`src/rtl/perf_sampler_pkg.sv`:
```
// Shared types and register offsets for the performance-counter sampler.
// sample_t is the widest {idx,value} record, used by software-facing views.
package perf_sampler_pkg;

    typedef enum logic [2:0] {
        IDLE,
        SELECT,
        READ,
        CAPTURE,
        DONE
    } sampler_state_t;

    localparam int SAMPLE_IDX_MAX_W   = 16;
    localparam int SAMPLE_VALUE_MAX_W = 32;

    typedef struct packed {
        logic [SAMPLE_IDX_MAX_W-1:0]   idx;
        logic [SAMPLE_VALUE_MAX_W-1:0] value;
    } sample_t;

    localparam logic [31:0] SEL_OFFSET  = 32'd0;
    localparam logic [31:0] DATA_OFFSET = 32'd4;

endpackage

```
`src/rtl/perf_counter_sampler_fifo.sv`:
```
// sample_fifo: synchronous first-word-fall-through FIFO with full/empty flags.
// A push into a full FIFO succeeds when a pop happens in the same cycle.
module sample_fifo #(
    parameter int WIDTH = 8,
    parameter int DEPTH = 8
) (
    input  logic             clk,
    input  logic             reset,
    input  logic             push,
    input  logic [WIDTH-1:0] push_data,
    input  logic             pop,
    output logic [WIDTH-1:0] pop_data,
    output logic             full,
    output logic             empty
);

    localparam int AW = $clog2(DEPTH);

    logic [WIDTH-1:0] mem [DEPTH];
    logic [AW:0]      wr_ptr;
    logic [AW:0]      rd_ptr;
    logic             do_pop;
    logic             do_push;

    // Pointers carry one wrap bit so full and empty are distinguishable.
    assign empty    = (wr_ptr == rd_ptr);
    assign full     = (wr_ptr[AW] != rd_ptr[AW]) && (wr_ptr[AW-1:0] == rd_ptr[AW-1:0]);
    assign do_pop   = pop && !empty;
    assign do_push  = push && (!full || do_pop);
    assign pop_data = mem[rd_ptr[AW-1:0]];

    always_ff @(posedge clk or posedge reset) begin
        if (reset) begin
            wr_ptr <= '0;
            rd_ptr <= '0;
        end else begin
            if (do_push) wr_ptr <= wr_ptr + 1'b1;
            if (do_pop)  rd_ptr <= rd_ptr + 1'b1;
        end
    end

    // NOTE: storage is deliberately left out of reset; the pointers alone define
    // which entries are valid, and a reset-free array maps onto plain RAM/flops.
    always_ff @(posedge clk) begin
        if (do_push) mem[wr_ptr[AW-1:0]] <= push_data;
    end

endmodule

```
`src/rtl/perf_counter_sampler.sv`:
```
// Periodic IO-bus sweeper that snapshots performance counters into a sample FIFO.
// Define PERF_SAMPLER_DELTA_EN to report per-counter deltas instead of raw values.
module perf_counter_sampler
    import perf_sampler_pkg::*;
#(
    parameter int          NUM_COUNTERS    = 1,
    parameter int          PRFC_WIDTH      = 32,
    parameter logic [31:0] BASE_ADDRESS    = 32'd0,
    parameter int          SAMPLE_INTERVAL = 1024,
    parameter int          FIFO_DEPTH      = 8
) (
    input  logic                          clk,
    input  logic                          reset,
    input  logic                          enable,
    input  logic                          sweep_req,
    output logic [31:0]                   io_address,
    output logic                          io_write_en,
    output logic [31:0]                   io_write_data,
    output logic                          io_read_en,
    input  logic [31:0]                   io_read_data,
    output logic                          sample_valid,
    input  logic                          sample_ready,
    output logic [$clog2(NUM_COUNTERS):0] sample_idx,
    output logic [PRFC_WIDTH-1:0]         sample_value,
    output logic                          busy,
    output logic [15:0]                   drop_count
);

    localparam int IDX_W   = $clog2(NUM_COUNTERS) + 1;
    localparam int TMR_W   = $clog2(SAMPLE_INTERVAL);
    localparam int ENTRY_W = IDX_W + PRFC_WIDTH;

    localparam logic [TMR_W-1:0] TMR_RELOAD = TMR_W'(SAMPLE_INTERVAL - 1);
    localparam logic [IDX_W-1:0] LAST_IDX   = IDX_W'(NUM_COUNTERS - 1);
    localparam logic [31:0]      SEL_ADDR   = BASE_ADDRESS + SEL_OFFSET;
    localparam logic [31:0]      DATA_ADDR  = BASE_ADDRESS + DATA_OFFSET;

    sampler_state_t         state;
    logic [IDX_W-1:0]       idx;
    logic [IDX_W-1:0]       next_idx;
    logic                   pending;
    logic [TMR_W-1:0]       timer;
    logic                   trigger;
    logic                   capture;
    logic                   drop;
    logic [PRFC_WIDTH-1:0]  raw_value;
    logic [PRFC_WIDTH-1:0]  capture_value;
    logic [ENTRY_W-1:0]     head;
    logic                   fifo_full;
    logic                   fifo_empty;

    // Interval timer: holds while disabled, fires on the cycle it sits at zero.
    always_ff @(posedge clk or posedge reset) begin
        if (reset) begin
            timer <= TMR_RELOAD;
        end else if (enable) begin
            timer <= (timer == '0) ? TMR_RELOAD : timer - 1'b1;
        end
    end

    assign trigger  = sweep_req || (enable && (timer == '0));
    assign next_idx = idx + 1'b1;

    always_ff @(posedge clk or posedge reset) begin
        if (reset) begin
            state         <= IDLE;
            idx           <= '0;
            pending       <= 1'b0;
            busy          <= 1'b0;
            io_address    <= '0;
            io_write_en   <= 1'b0;
            io_write_data <= '0;
            io_read_en    <= 1'b0;
        end else begin
            // NOTE: non-blocking defaults here are overridden by later assignments
            // in the same block; the last scheduled update wins, giving one-cycle strobes.
            io_address    <= '0;
            io_write_en   <= 1'b0;
            io_write_data <= '0;
            io_read_en    <= 1'b0;
            if (trigger && (state inside {SELECT, READ, CAPTURE})) pending <= 1'b1;

            case (state)
                IDLE: begin
                    if (trigger) begin
                        state       <= SELECT;
                        idx         <= '0;
                        busy        <= 1'b1;
                        io_write_en <= 1'b1;
                        io_address  <= SEL_ADDR;
                    end
                end
                SELECT: begin
                    state      <= READ;
                    io_read_en <= 1'b1;
                    io_address <= DATA_ADDR;
                end
                READ: state <= CAPTURE;
                CAPTURE: begin
                    if (idx == LAST_IDX) begin
                        state <= DONE;
                    end else begin
                        state         <= SELECT;
                        idx           <= next_idx;
                        io_write_en   <= 1'b1;
                        io_address    <= SEL_ADDR;
                        io_write_data <= 32'(next_idx);
                    end
                end
                DONE: begin
                    // A queued request chains straight into the next sweep.
                    if (pending || trigger) begin
                        state       <= SELECT;
                        idx         <= '0;
                        pending     <= 1'b0;
                        io_write_en <= 1'b1;
                        io_address  <= SEL_ADDR;
                    end else begin
                        state <= IDLE;
                        busy  <= 1'b0;
                    end
                end
                default: begin
                    state <= IDLE;
                    busy  <= 1'b0;
                end
            endcase
        end
    end

    assign capture   = (state == CAPTURE);
    assign raw_value = io_read_data[PRFC_WIDTH-1:0];

`ifdef PERF_SAMPLER_DELTA_EN
    localparam int PREV_W = (NUM_COUNTERS > 1) ? $clog2(NUM_COUNTERS) : 1;

    logic [PRFC_WIDTH-1:0] prev [NUM_COUNTERS];
    logic [PREV_W-1:0]     prev_sel;

    assign prev_sel      = idx[PREV_W-1:0];
    assign capture_value = raw_value - prev[prev_sel];

    // The baseline advances on every capture, even when the sample is dropped.
    always_ff @(posedge clk or posedge reset) begin
        if (reset) begin
            for (int k = 0; k < NUM_COUNTERS; k++) prev[k] <= '0;
        end else if (capture) begin
            prev[prev_sel] <= raw_value;
        end
    end
`else
    assign capture_value = raw_value;
`endif

    sample_fifo #(
        .WIDTH (ENTRY_W),
        .DEPTH (FIFO_DEPTH)
    ) u_fifo (
        .clk       (clk),
        .reset     (reset),
        .push      (capture),
        .push_data ({idx, capture_value}),
        .pop       (sample_ready),
        .pop_data  (head),
        .full      (fifo_full),
        .empty     (fifo_empty)
    );

    // A full FIFO still accepts the sample when the consumer pops in the same cycle.
    assign drop = capture && fifo_full && !sample_ready;

    always_ff @(posedge clk or posedge reset) begin
        if (reset) begin
            drop_count <= '0;
        end else if (drop && (drop_count != 16'hFFFF)) begin
            drop_count <= drop_count + 1'b1;
        end
    end

    assign sample_valid = !fifo_empty;
    assign sample_idx   = sample_valid ? head[ENTRY_W-1 -: IDX_W] : '0;
    assign sample_value = sample_valid ? head[PRFC_WIDTH-1:0] : '0;

endmodule

```
`config.mk`:
```
export PLATFORM = sky130hd
export DESIGN_NAME = perf_counter_sampler
export DESIGN_NICKNAME = d
export VERILOG_FILES = /design/src/rtl/perf_sampler_pkg.sv /design/src/rtl/perf_counter_sampler_fifo.sv /design/src/rtl/perf_counter_sampler.sv
export SDC_FILE = /design/constraint.sdc
export NUM_CORES = 1
export LEC_CHECK = 0
export CORE_ASPECT_RATIO = 1.25
export CORE_MARGIN = 10
export CORE_UTILIZATION = 45
export CTS_CLUSTER_DIAMETER = 80
export DETAILED_ROUTE_END_ITERATION = 8
export HOLD_SLACK_MARGIN = 0.03
export PLACE_DENSITY = 0.7
export RECOVER_POWER = 50
export SYNTH_ARGS = -nofsm -noshare
export SYNTH_HDL_FRONTEND = slang
export SYNTH_SLANG_ARGS = --single-unit
```
`constraint.sdc`:
```
create_clock -name clk -period 3.9 [get_ports clk]
set_clock_uncertainty 0.15 [all_clocks]
set_input_delay 0.78 -clock clk [delete_from_list [all_inputs] [get_ports clk]]
set_output_delay 0.78 -clock clk [all_outputs]
set_load 0.05 [all_outputs]
```
==> flow_summary.json <==
{
  "status": "complete, no violations",
  "ir_drop_mv": 0.868,
  "cap_violations": 0,
  "drt_iter0_markers": 435,
  "top_usage_layer": "met2",
  "h-tree-depth": 1,
  "drt_pass1_iterations": 5,
  "die_y_um": 204,
  "crit_path_end_kind": "output port",
  "dieArea_sq_um": 34300,
  "start_util": 0.457,
  "cp_slowest_cell": "mux4_2",
  "gp_congestion": 0.751,
  "startpoint": "u_fifo.rd_ptr[0]",
  "path_class": "reg -> out",
  "max_stage_delay_ns": 0.57,
  "drive_gt1_frac": 0.232,
  "syn_avg_cell_area_sq_um": 18.2,
  "routedWlPerCell_um": 19.9,
  "setup_viol_count_final": 0,
  "fp.dieW_um": 168,
  "drcViolationCount": 0,
  "numPortBuffers": 89,
  "clockRootBuffer": "clkbuf_16",
  "yosysWarnings": 0,
  "tritoncts": "built",
  "fmax_mhz": 279,
  "placed_area_sq_um": 13400,
  "clock_latency_ns": 0.53,
  "numCtsBuffers": 29,
  "yosysSeqAreaShare": 0.712,
  "grtUsageMet2": 0.228,
  "cp.required_ns": 2.97,
  "synth_ff_type": "edfxtp_1",
  "grt_pass1_vias": 6330,
  "slew_headroom": 0.378,
  "hp-start": "u_fifo.wr_ptr[3]",
  "track_usage": 0.132,
  "drt_wl_total_um": 22800,
  "ctsResizeCount": 0,
  "rows": 67,
  "hold_violations": 0,
  "path_max_fanout": 67,
  "avgViaCountPerCell": 5.12,
  "clockBufferDepth": 3,
  "routed-via-count": 5867,
  "grt_start_max_net_pins": 68,
  "synth_cells": 672,
  "clk_pin_slew_ns": 0.06,
  "path_depth": 5,
  "numClockSinks": 297,
  "tns_ns": 0,
  "antenna_found_initial": 0,
  "slew_violations": 0,
  "r2r.worst_path.cells": 7,
  "cellLeakagePower_nw": 5.08,
  "tightest_slew_ns": 0.933,
  "syn_area_sq_um": 12200,
  "finalCriticalPeriod_ns": 3.59,
  "synth_edf_count": 256,
  "grt_use_met3": 0.0310,
  "hold_path_class": "reg -> reg",
  "area_growth_pct": 16.8,
  "antenna_left": 0,
  "timing.rr.start": "u_fifo.rd_ptr[1]",
  "globalRoute.totalOverflow": 0,
  "cpLargestDelayFamily": "multiplexers",
  "ys_ff_latch": 297,
  "nets": 822,
  "async_flop_share": 0.138,
  "period_share": 0.920,
  "cp_cell_sequence": "buf_12 -> mux4_2 -> mux2i_1 -> nor2_1 -> buf_4",
  "postCtsHoldBufs": 0,
  "final_area_sq_um": 14300,
  "post-cts-setup-buffer-count": 0,
  "dpl.hpwl_um": 14300,
  "diodes": 0,
  "grt_pass1_wl_um": 36100,
  "io_pins": 154,
  "synth.distinct_cells": 51,
  "critPathBufInv": 2,
  "crit_arrival_ns": 2.66,
  "coreArea_sq_um": 26800,
  "rsz0062_at_grt": "false",
  "min_path_cells": 1,
  "start_kind": "register",
  "power_density_nw_per_um2": 798,
  "grtUsageMet1": 0.164
}
==> power by group <==
part | switching, mW | internal (mW) | total [mW]
clock | 1.11 | 1.69 | 2.80
combinational | 2.87 | 1.61 | 4.49
sequential | 0.267 | 3.86 | 4.12
==> layout by cell type, fill, tap and decap left out, types with 8 or more instances in the layout <==
cell type          n
edfxtp_1         256
mux4_2            64
conb_1            64
nor2_1            44
buf_4             42
dlygate4sd3_1     33
mux2i_1           32
clkbuf_16         29
dfrtp_1           28
clkdlybuf4s50_1   23
nand2_1           21
xor2_1            19
xnor2_1           13
nand3_1            9
dfstp_2            9
inv_1              8
==> metal layers <==
layer | vias up | share of wire | routed length, um
li1 | 2676 | - | -
met1 | 2983 | 0.38 | 8760
met2 | 184 | 0.52 | 11900
met3 | 24 | 0.082 | 1870
met4 | 0 | 0.014 | 312
met5 | - | 0 | 0
==> worst reg2reg max path: cells and delay by family, from the launching register on <==
family	cells	cell delay [ns]
XOR/XNOR	1	0.23
AND/OR/NAND/NOR	3	0.80
AO/OA/AOI/OAI	1	0.12
buffers and inverters	2	0.51
flip-flops	1	0.74
==> flip-flops by register name, indices dropped and copies added (netlist names) <==
register,flops
u_fifo.mem,256
state,3
u_fifo.wr_ptr,4
pending,1
io_write_en,1
drop_count,16
busy,1
io_address,1
u_fifo.rd_ptr,4
timer,10
==> path summary, 6_finish.rpt <==
| kind | to | slack (ns) |
|---|---|---|
| setup reg to reg | u_fifo.mem[0][20] | 1.02 |
| hold / removal | u_fifo.wr_ptr[3] | 0.34 |
| min in group asynchronous | drop_count[12] | 0.76 |
| hold reg to reg | u_fifo.wr_ptr[3] | 0.34 |
| setup / recovery | sample_value[23] | 0.31 |
| max in group asynchronous | io_write_en | 1.53 |
==> cells in the mapped netlist (all sizes together), types with 6 or more instances <==
| cell type | n | area share |
|---|---|---|
| a21oi | 6 | 0.0028 |
| buf | 87 | 0.050 |
| clkbuf | 6 | 0.0019 |
| dfrtp | 31 | 0.063 |
| dfstp | 10 | 0.021 |
| edfxtp | 256 | 0.63 |
| inv | 10 | 0.0031 |
| mux2i | 32 | 0.026 |
| mux4 | 64 | 0.12 |
| nand2 | 21 | 0.0064 |
| nand3 | 9 | 0.0045 |
| nor2 | 49 | 0.015 |
| nor3 | 11 | 0.0066 |
| xnor2 | 13 | 0.0093 |
| xor2 | 19 | 0.014 |
==> stage by stage <==
stage          power (mW)  hold WS [ns]  utilization  cells  setup WS (ns)
2_1_floorplan        7.51         0.312            -    735          0.590
3_3_place_gp         8.76         0.331        0.499   1094          0.810
3_5_place_dp         8.81         0.338        0.499   1094          0.789
4_1_cts              11.6         0.350        0.535   1146          0.238
5_1_grt              12.0         0.367        0.533   1146          0.151
6_report             11.4         0.343        0.533   1146          0.312
==> area by class of cell <==
class	instances	area, sq um
flip-flops and latches	297	8730
fillers	2129	12500
well taps	345	432
multi-input cells	335	3120
inverters	10	37.5
clock buffers	34	744
clock inverters	18	219
repair buffers	107	1020
==> cell families after synthesis <==
kind of cell | synth area share
DFF | 0.712
other | 0.000306
and+or+nand+nor | 0.0476
xor gates and xnor gates | 0.0229
AOI/OAI and AO/OA | 0.0105
muxes | 0.147
adders and majority gates | 0.00511
buffers and inverters | 0.0546
Power figures use the tool's default switching activity.
